## config.mk

```make
export PLATFORM = sky130hd
export DESIGN_NAME = cam_to_tft_stream
export DESIGN_NICKNAME = d
export VERILOG_FILES = /design/src/rtl/cam_to_tft_stream.sv
export SDC_FILE = /design/constraint.sdc
export NUM_CORES = 1
export LEC_CHECK = 0
export CAP_MARGIN = 20
export CORE_ASPECT_RATIO = 1.25
export CORE_MARGIN = 5
export CORE_UTILIZATION = 35
export DETAILED_ROUTE_END_ITERATION = 8
export GPL_ROUTABILITY_DRIVEN = 0
export GPL_TIMING_DRIVEN = 0
export SYNTH_ARGS = -nofsm -noshare
export SYNTH_HDL_FRONTEND = slang
export SYNTH_SLANG_ARGS = --single-unit
```

## constraint.sdc

```tcl
create_clock -name iCLK -period 3 [get_ports iCLK]
set_clock_uncertainty 0.2 [all_clocks]
set_input_delay 0.45 -clock iCLK [delete_from_list [all_inputs] [get_ports iCLK]]
set_output_delay 0.45 -clock iCLK [all_outputs]
set_load 0.02 [all_outputs]
```

## src/rtl/cam_to_tft_stream.sv

```systemverilog
// Camera byte stream -> packed pixels -> FIFO -> 8080-style TFT write bus with programmable strobe timing.
// Optional feature macro: TFT_RAMWR_CMD_EN (issues RAMWR_CMD with rs=0 at each frame start).
module cam_to_tft_stream #(
  parameter int IN_W        = 8,
  parameter int PIX_W       = 16,
  parameter int FIFO_AW     = 4,
  parameter int WR_LOW_CYC  = 1,
  parameter int WR_HIGH_CYC = 1,
  parameter logic [PIX_W-1:0] RAMWR_CMD = PIX_W'(16'h2C)
) (
  input  logic               iCLK,
  input  logic               iRST,
  input  logic               iDVAL,
  input  logic               iVSYNC,
  input  logic [IN_W-1:0]    iDATA,
  input  logic               iSWAP_RB,
  output logic               lcd2_cs,
  output logic               lcd2_wr,
  output logic               lcd2_rs,
  output logic               lcd2_rd,
  output logic               lcd2_reset,
  output logic [PIX_W-1:0]   lcd2_data,
  output logic               oOVF,
  output logic [FIFO_AW:0]   oLEVEL,
  output logic               oBUSY
);

  typedef enum logic [1:0] {S_IDLE = 2'd0, S_LOW = 2'd1, S_HIGH = 2'd2} state_t;

  localparam logic [7:0] LOW_LAST  = 8'(WR_LOW_CYC - 1);
  localparam logic [7:0] HIGH_LAST = 8'(WR_HIGH_CYC - 1);

  state_t             state_r;
  logic [7:0]         cnt_r;
  logic               vsync_r;
  logic               frame_s;
  logic               done_s;
  logic [PIX_W-1:0]   pix_raw_s;
  logic [PIX_W-1:0]   pix_sw_s;
  logic [PIX_W-1:0]   pix_r;
  logic               pix_vld_r;
  logic [PIX_W-1:0]   mem_r [0:(2**FIFO_AW)-1];
  logic [FIFO_AW-1:0] wr_ptr_r;
  logic [FIFO_AW-1:0] rd_ptr_r;
  logic               full_s;
  logic               fifo_ne_s;
  logic               push_s;
  logic               push_ok_s;
  logic               pop_s;
  logic               cmd_pend_s;
  logic               can_start_s;
  logic               start_s;
  logic [PIX_W-1:0]   load_data_s;

  assign lcd2_rd    = 1'b1;
  assign lcd2_reset = 1'b1;
  assign frame_s    = iVSYNC & ~vsync_r;

  // Frame-start edge detector reference
  always_ff @(posedge iCLK or negedge iRST) begin
    if (!iRST) vsync_r <= 1'b0;
    else       vsync_r <= iVSYNC;
  end

  generate
    if (PIX_W == 2 * IN_W) begin : g_pack2
      logic            phase_r;
      logic [IN_W-1:0] byte_r;
      // A frame start forces the current byte to be treated as the first half of a pixel
      assign done_s    = iDVAL & phase_r & ~frame_s;
      assign pix_raw_s = {byte_r, iDATA};
      // Two-byte packer: phase 0 stores the MSB part, phase 1 completes the pixel
      always_ff @(posedge iCLK or negedge iRST) begin
        if (!iRST) begin
          phase_r <= 1'b0;
          byte_r  <= {IN_W{1'b0}};
        end else if (iDVAL) begin
          if (frame_s || !phase_r) begin
            byte_r  <= iDATA;
            phase_r <= 1'b1;
          end else begin
            phase_r <= 1'b0;
          end
        end else if (frame_s) begin
          phase_r <= 1'b0;
        end
      end
    end else begin : g_pack1
      assign done_s    = iDVAL;
      assign pix_raw_s = PIX_W'(iDATA);
    end

    if (PIX_W == 16) begin : g_swap
      assign pix_sw_s = iSWAP_RB ? {pix_raw_s[4:0], pix_raw_s[10:5], pix_raw_s[15:11]} : pix_raw_s;
    end else begin : g_noswap
      assign pix_sw_s = pix_raw_s;
    end
  endgenerate

  // Completed pixel stage, pushed into the FIFO on the following edge
  always_ff @(posedge iCLK or negedge iRST) begin
    if (!iRST) begin
      pix_vld_r <= 1'b0;
      pix_r     <= {PIX_W{1'b0}};
    end else begin
      pix_vld_r <= done_s;
      pix_r     <= pix_sw_s;
    end
  end

  // The top level bit of the count is set only when exactly full
  assign full_s    = oLEVEL[FIFO_AW];
  assign fifo_ne_s = (oLEVEL != {(FIFO_AW+1){1'b0}}) & ~frame_s;
  assign push_s    = pix_vld_r & ~frame_s;
  assign push_ok_s = push_s & (~full_s | pop_s);

`ifdef TFT_RAMWR_CMD_EN
  logic cmd_pend_r;
  assign cmd_pend_s = cmd_pend_r;
  // Memory-write command request, raised per frame and retired when the command strobe starts
  always_ff @(posedge iCLK or negedge iRST) begin
    if (!iRST)                    cmd_pend_r <= 1'b0;
    else if (frame_s)             cmd_pend_r <= 1'b1;
    else if (start_s)             cmd_pend_r <= 1'b0;
    else                          cmd_pend_r <= cmd_pend_r;
  end
`else
  assign cmd_pend_s = 1'b0;
`endif

  // A new write may start from IDLE or on the last HIGH cycle, giving back-to-back strobes
  assign can_start_s = (state_r == S_IDLE) | ((state_r == S_HIGH) & (cnt_r == HIGH_LAST));
  assign start_s     = can_start_s & (cmd_pend_s | fifo_ne_s);
  assign pop_s       = start_s & ~cmd_pend_s;
  assign load_data_s = cmd_pend_s ? RAMWR_CMD : mem_r[rd_ptr_r];

  // FIFO storage
  always_ff @(posedge iCLK) begin
    if (push_ok_s) mem_r[wr_ptr_r] <= pix_r;
  end

  // FIFO pointers, occupancy and sticky overflow
  always_ff @(posedge iCLK or negedge iRST) begin
    if (!iRST) begin
      wr_ptr_r <= {FIFO_AW{1'b0}};
      rd_ptr_r <= {FIFO_AW{1'b0}};
      oLEVEL   <= {(FIFO_AW+1){1'b0}};
      oOVF     <= 1'b0;
    end else if (frame_s) begin
      wr_ptr_r <= {FIFO_AW{1'b0}};
      rd_ptr_r <= {FIFO_AW{1'b0}};
      oLEVEL   <= {(FIFO_AW+1){1'b0}};
      oOVF     <= 1'b0;
    end else begin
      if (push_ok_s) wr_ptr_r <= wr_ptr_r + FIFO_AW'(1'b1);
      if (pop_s)     rd_ptr_r <= rd_ptr_r + FIFO_AW'(1'b1);
      if (push_s && full_s && !pop_s) oOVF <= 1'b1;
      case ({push_ok_s, pop_s})
        2'b10:   oLEVEL <= oLEVEL + {{FIFO_AW{1'b0}}, 1'b1};
        2'b01:   oLEVEL <= oLEVEL - {{FIFO_AW{1'b0}}, 1'b1};
        default: oLEVEL <= oLEVEL;
      endcase
    end
  end

  // Write strobe FSM with registered bus outputs
  always_ff @(posedge iCLK or negedge iRST) begin
    if (!iRST) begin
      state_r   <= S_IDLE;
      cnt_r     <= 8'd0;
      lcd2_cs   <= 1'b1;
      lcd2_wr   <= 1'b1;
      lcd2_rs   <= 1'b1;
      lcd2_data <= {PIX_W{1'b0}};
      oBUSY     <= 1'b0;
    end else begin
      case (state_r)
        S_IDLE: begin
          if (start_s) begin
            state_r   <= S_LOW;
            cnt_r     <= 8'd0;
            lcd2_cs   <= 1'b0;
            lcd2_wr   <= 1'b0;
            lcd2_rs   <= ~cmd_pend_s;
            lcd2_data <= load_data_s;
            oBUSY     <= 1'b1;
          end
        end
        S_LOW: begin
          if (cnt_r == LOW_LAST) begin
            state_r <= S_HIGH;
            cnt_r   <= 8'd0;
            lcd2_wr <= 1'b1;
          end else begin
            cnt_r <= cnt_r + 8'd1;
          end
        end
        S_HIGH: begin
          if (cnt_r == HIGH_LAST) begin
            cnt_r <= 8'd0;
            if (start_s) begin
              state_r   <= S_LOW;
              lcd2_wr   <= 1'b0;
              lcd2_rs   <= ~cmd_pend_s;
              lcd2_data <= load_data_s;
            end else begin
              state_r <= S_IDLE;
              lcd2_cs <= 1'b1;
              oBUSY   <= 1'b0;
            end
          end else begin
            cnt_r <= cnt_r + 8'd1;
          end
        end
        default: begin
          state_r <= S_IDLE;
          cnt_r   <= 8'd0;
          lcd2_cs <= 1'b1;
          lcd2_wr <= 1'b1;
          oBUSY   <= 1'b0;
        end
      endcase
    end
  end

endmodule

```

==> results.py <==
metrics = {
    "outcome": {
        "status": "finished, final reports clean",
    },
    "setup_path": {
        "crit_type": "reg2reg",
        "r2r_start": "cnt_r[0]",
        "setup.worst_path.end": "mem_r[14][1]",
        "r2r_cells": 8,
        "end_kind": "register",
        "crit_required_ps": 3010,
        "crit_path_max_fanout": 8,
        "cp-start-kind": "register",
        "startpoint": "cnt_r[0]",
        "rrSetupSlack_ps": 90,
        "r2r_end": "mem_r[14][1]",
        "arrival_ps": 2920,
    },
    "timing": {
        "clock.fmax_ghz": 0.343,
        "slew_headroom": 0.333,
        "whs_ps": 176,
        "finalCritPeriodShare": 0.971,
        "slew_viol_final": 0,
        "setup_ws_ps": 86.1,
        "setup_viol": 0,
        "hold_violations": 0,
        "tightest_slew_ps": 1000,
        "period_minus_slack_ps": 2910,
    },
    "routing": {
        "via_per_inst": 5.08,
        "detail-route-antenna-nets": 0,
        "routed_wl_um": 29300,
        "drt-wirelength-per-cell_um": 22.8,
        "vias": 6553,
        "post-route-drc-count": 0,
        "drt_iter0_drc": 686,
        "first_pass_iters": 5,
    },
    "clock_network": {
        "clock_sinks": 327,
        "clk_transition_reported_paths_ps": 60,
        "cts_root_buffer": "clkbuf_16",
        "cts.path.max_buffers": 3,
        "cts_made_buffers": 34,
        "clk_latency_ps": 500,
        "tritoncts": "yes",
        "ctsHtreeMaxLevel": 2,
    },
    "synth": {
        "avgSynthCellArea_um2": 19.6,
        "synthMuxAreaShare": 0.171,
        "synth_edf_count": 256,
        "yosysSeqAreaShare": 0.724,
        "yosys_warnings": 0,
        "synthArstFlopShare": 0.217,
        "synth-adder-area-share": 0.0124,
        "synth_ff_type": "edfxtp_1",
        "synth_top_family_by_area": "multiplexers",
        "yosys.cell_count.top_type": "edfxtp_1",
        "ys_ff_latch": 327,
        "synth_top_area_frac": 0.588,
        "yosysTopAreaCell": "edfxtp_1",
        "synth-compound-area-share": 0.0318,
        "synth_cell_types": 57,
        "synthXorXnorAreaFrac": 0.00268,
        "yosys.area_share.simple": 0.0416,
        "netlist_area_mm2": 0.0131,
        "synth_area_leaders": "edfxtp_1, mux4_2, dfrtp_1",
        "synth_common_cells": "edfxtp_1, mux4_2, dfrtp_1, mux2_2, o21ai_0",
        "synthCells": 668,
    },
    "power": {
        "cellPowerDensity_mw_per_mm2": 861,
        "cellLeakagePower_nw": 5.43,
        "vdd_drop_max_mv": 0.592,
        "power.total_w": 0.0138,
    },
    "die": {
        "core_area_mm2": 0.0371,
        "die_area_mm2": 0.0413,
        "start_util": 0.353,
        "fp.dieH_um": 226,
        "row_count": 79,
        "die_w_um": 183,
        "num_io_pins": 41,
    },
    "global_route": {
        "grt-ovfl-total": 0,
        "grtUsageTotal": 0.144,
        "grt_max_degree": 51,
        "antenna_found_initial": 0,
        "grt_pass1_wl_um": 44800,
        "grt_pass1_vias": 6975,
    },
    "cells_and_area": {
        "layout.nets": 805,
        "antennaDiodeCount": 0,
        "area_delta_synth_final_pct": 22.1,
        "finalNonFillerCells": 1290,
        "drive_gt1_frac": 0.316,
        "final.fill_count": 3202,
    },
    "place": {
        "io_buffers": 37,
        "place_ws_ps": -681,
        "dp_hpwl_um": 18000,
        "place_inst": 1200,
    },
    "job": {
        "drv_cap": 0,
    },
    "worst_hold_path": {
        "hold_path_class": "reg2reg",
    },
}
power breakdown:
group          internal, W  leakage (nW)  total, W  switching, W
clock network      0.00258         0.561   0.00424       0.00167
logic              0.00187          1.70   0.00374       0.00187
registers          0.00542          3.17   0.00577      0.000359
total              0.00986          5.43    0.0138       0.00389
cells in the final DEF (no fill, tap or decap), drive strengths merged, types with 4 or more instances in the layout:
cell / n
edfxtp: 256
mux4: 80
dfrtp: 68
clkbuf: 67
buf: 50
clkdlybuf4s50: 36
mux2: 35
o21ai: 29
nor2: 21
and2: 17
nand2: 15
nand3: 14
inv: 13
ha: 13
a21oi: 8
and3: 7
clkinv: 7
nor3: 7
or3: 6
a31oi: 6
xnor2: 4
flip-flops by register name, summed over array words and instances, names as in the netlist, 2 cells and up:
name / count
state_r: 2
oLEVEL: 5
mem_r: 256
pix_r: 16
wr_ptr_r: 4
g_pack2.byte_r: 8
lcd2_data: 16
cnt_r: 8
rd_ptr_r: 4
per-stage QoR:
stage	cell area, µm²	util	setup TNS (ps)
finish	16000	0.431	0
global route	16000	0.431	-390
CTS	15900	0.429	-358
detailed placement	14200	0.383	-136090
global placement	14100	0.379	-287080
floorplan	13100	-	0
critical path: stages, from the launching register on:
cell,delay (ps)
dfrtp_1,410
inv_1,70
ha_1,130
or4b_4,510
o31a_1,400
o21a_4,280
nor3_4,230
and2_4,210
buf_8,170
final cells by class:
class | instances | area (µm²) | share of cell area
clock inverter | 11 | 131 | 0.00823
multi-input combinational | 299 | 3510 | 0.220
inverter | 12 | 45.0 | 0.00282
sequential | 327 | 9470 | 0.593
timing repair buffer | 76 | 1040 | 0.0649
tap | 486 | 608 | 0.0381
clock buffer | 50 | 1000 | 0.0628
buffer | 29 | 171 | 0.0107
layer usage:
layer / wire length (µm) / part of all wire / track usage
met1: 12300 / 0.42 / 0.196
met2: 15100 / 0.51 / 0.247
met3: 1440 / 0.049 / 0.0216
met4: 502 / 0.017 / 0.0337
met5: 0 / 0 / 0
worst min path at each step:
stage / cells past startpoint / slack (ps) / endpoint / start
2_1_floorplan: 0 / -50 / cnt_r[0] / iRST
3_3_place_gp: 0 / 160 / pix_r[9] / g_pack2.byte_r[1]
3_5_place_dp: 0 / 160 / pix_r[8] / g_pack2.byte_r[0]
4_1_cts: 0 / 180 / pix_r[8] / g_pack2.byte_r[0]
5_1_grt: 0 / 200 / pix_r[8] / g_pack2.byte_r[0]
6_report: 0 / 180 / pix_r[8] / g_pack2.byte_r[0]
kinds of logic after synthesis:
| logic type | Yosys count |
|---|---|
| and+or+nand+nor | 99 |
| xor gates and xnor gates | 4 |
| DFF | 327 |
| buffers and inverters | 43 |
| muxes | 116 |
| adders and majority gates | 13 |
| other | 1 |
| AOI/OAI and AO/OA | 65 |
timing repair:
item	4_1_cts	5_1_grt
pin swaps	13	7
hold buffers	1	0
gates resized for setup	41	12
setup buffers	28	2
endpoints found under the hold margin	21	0
gates cloned	0	0
setup endpoints to repair	274	263
(Power assumes the default switching activity.)
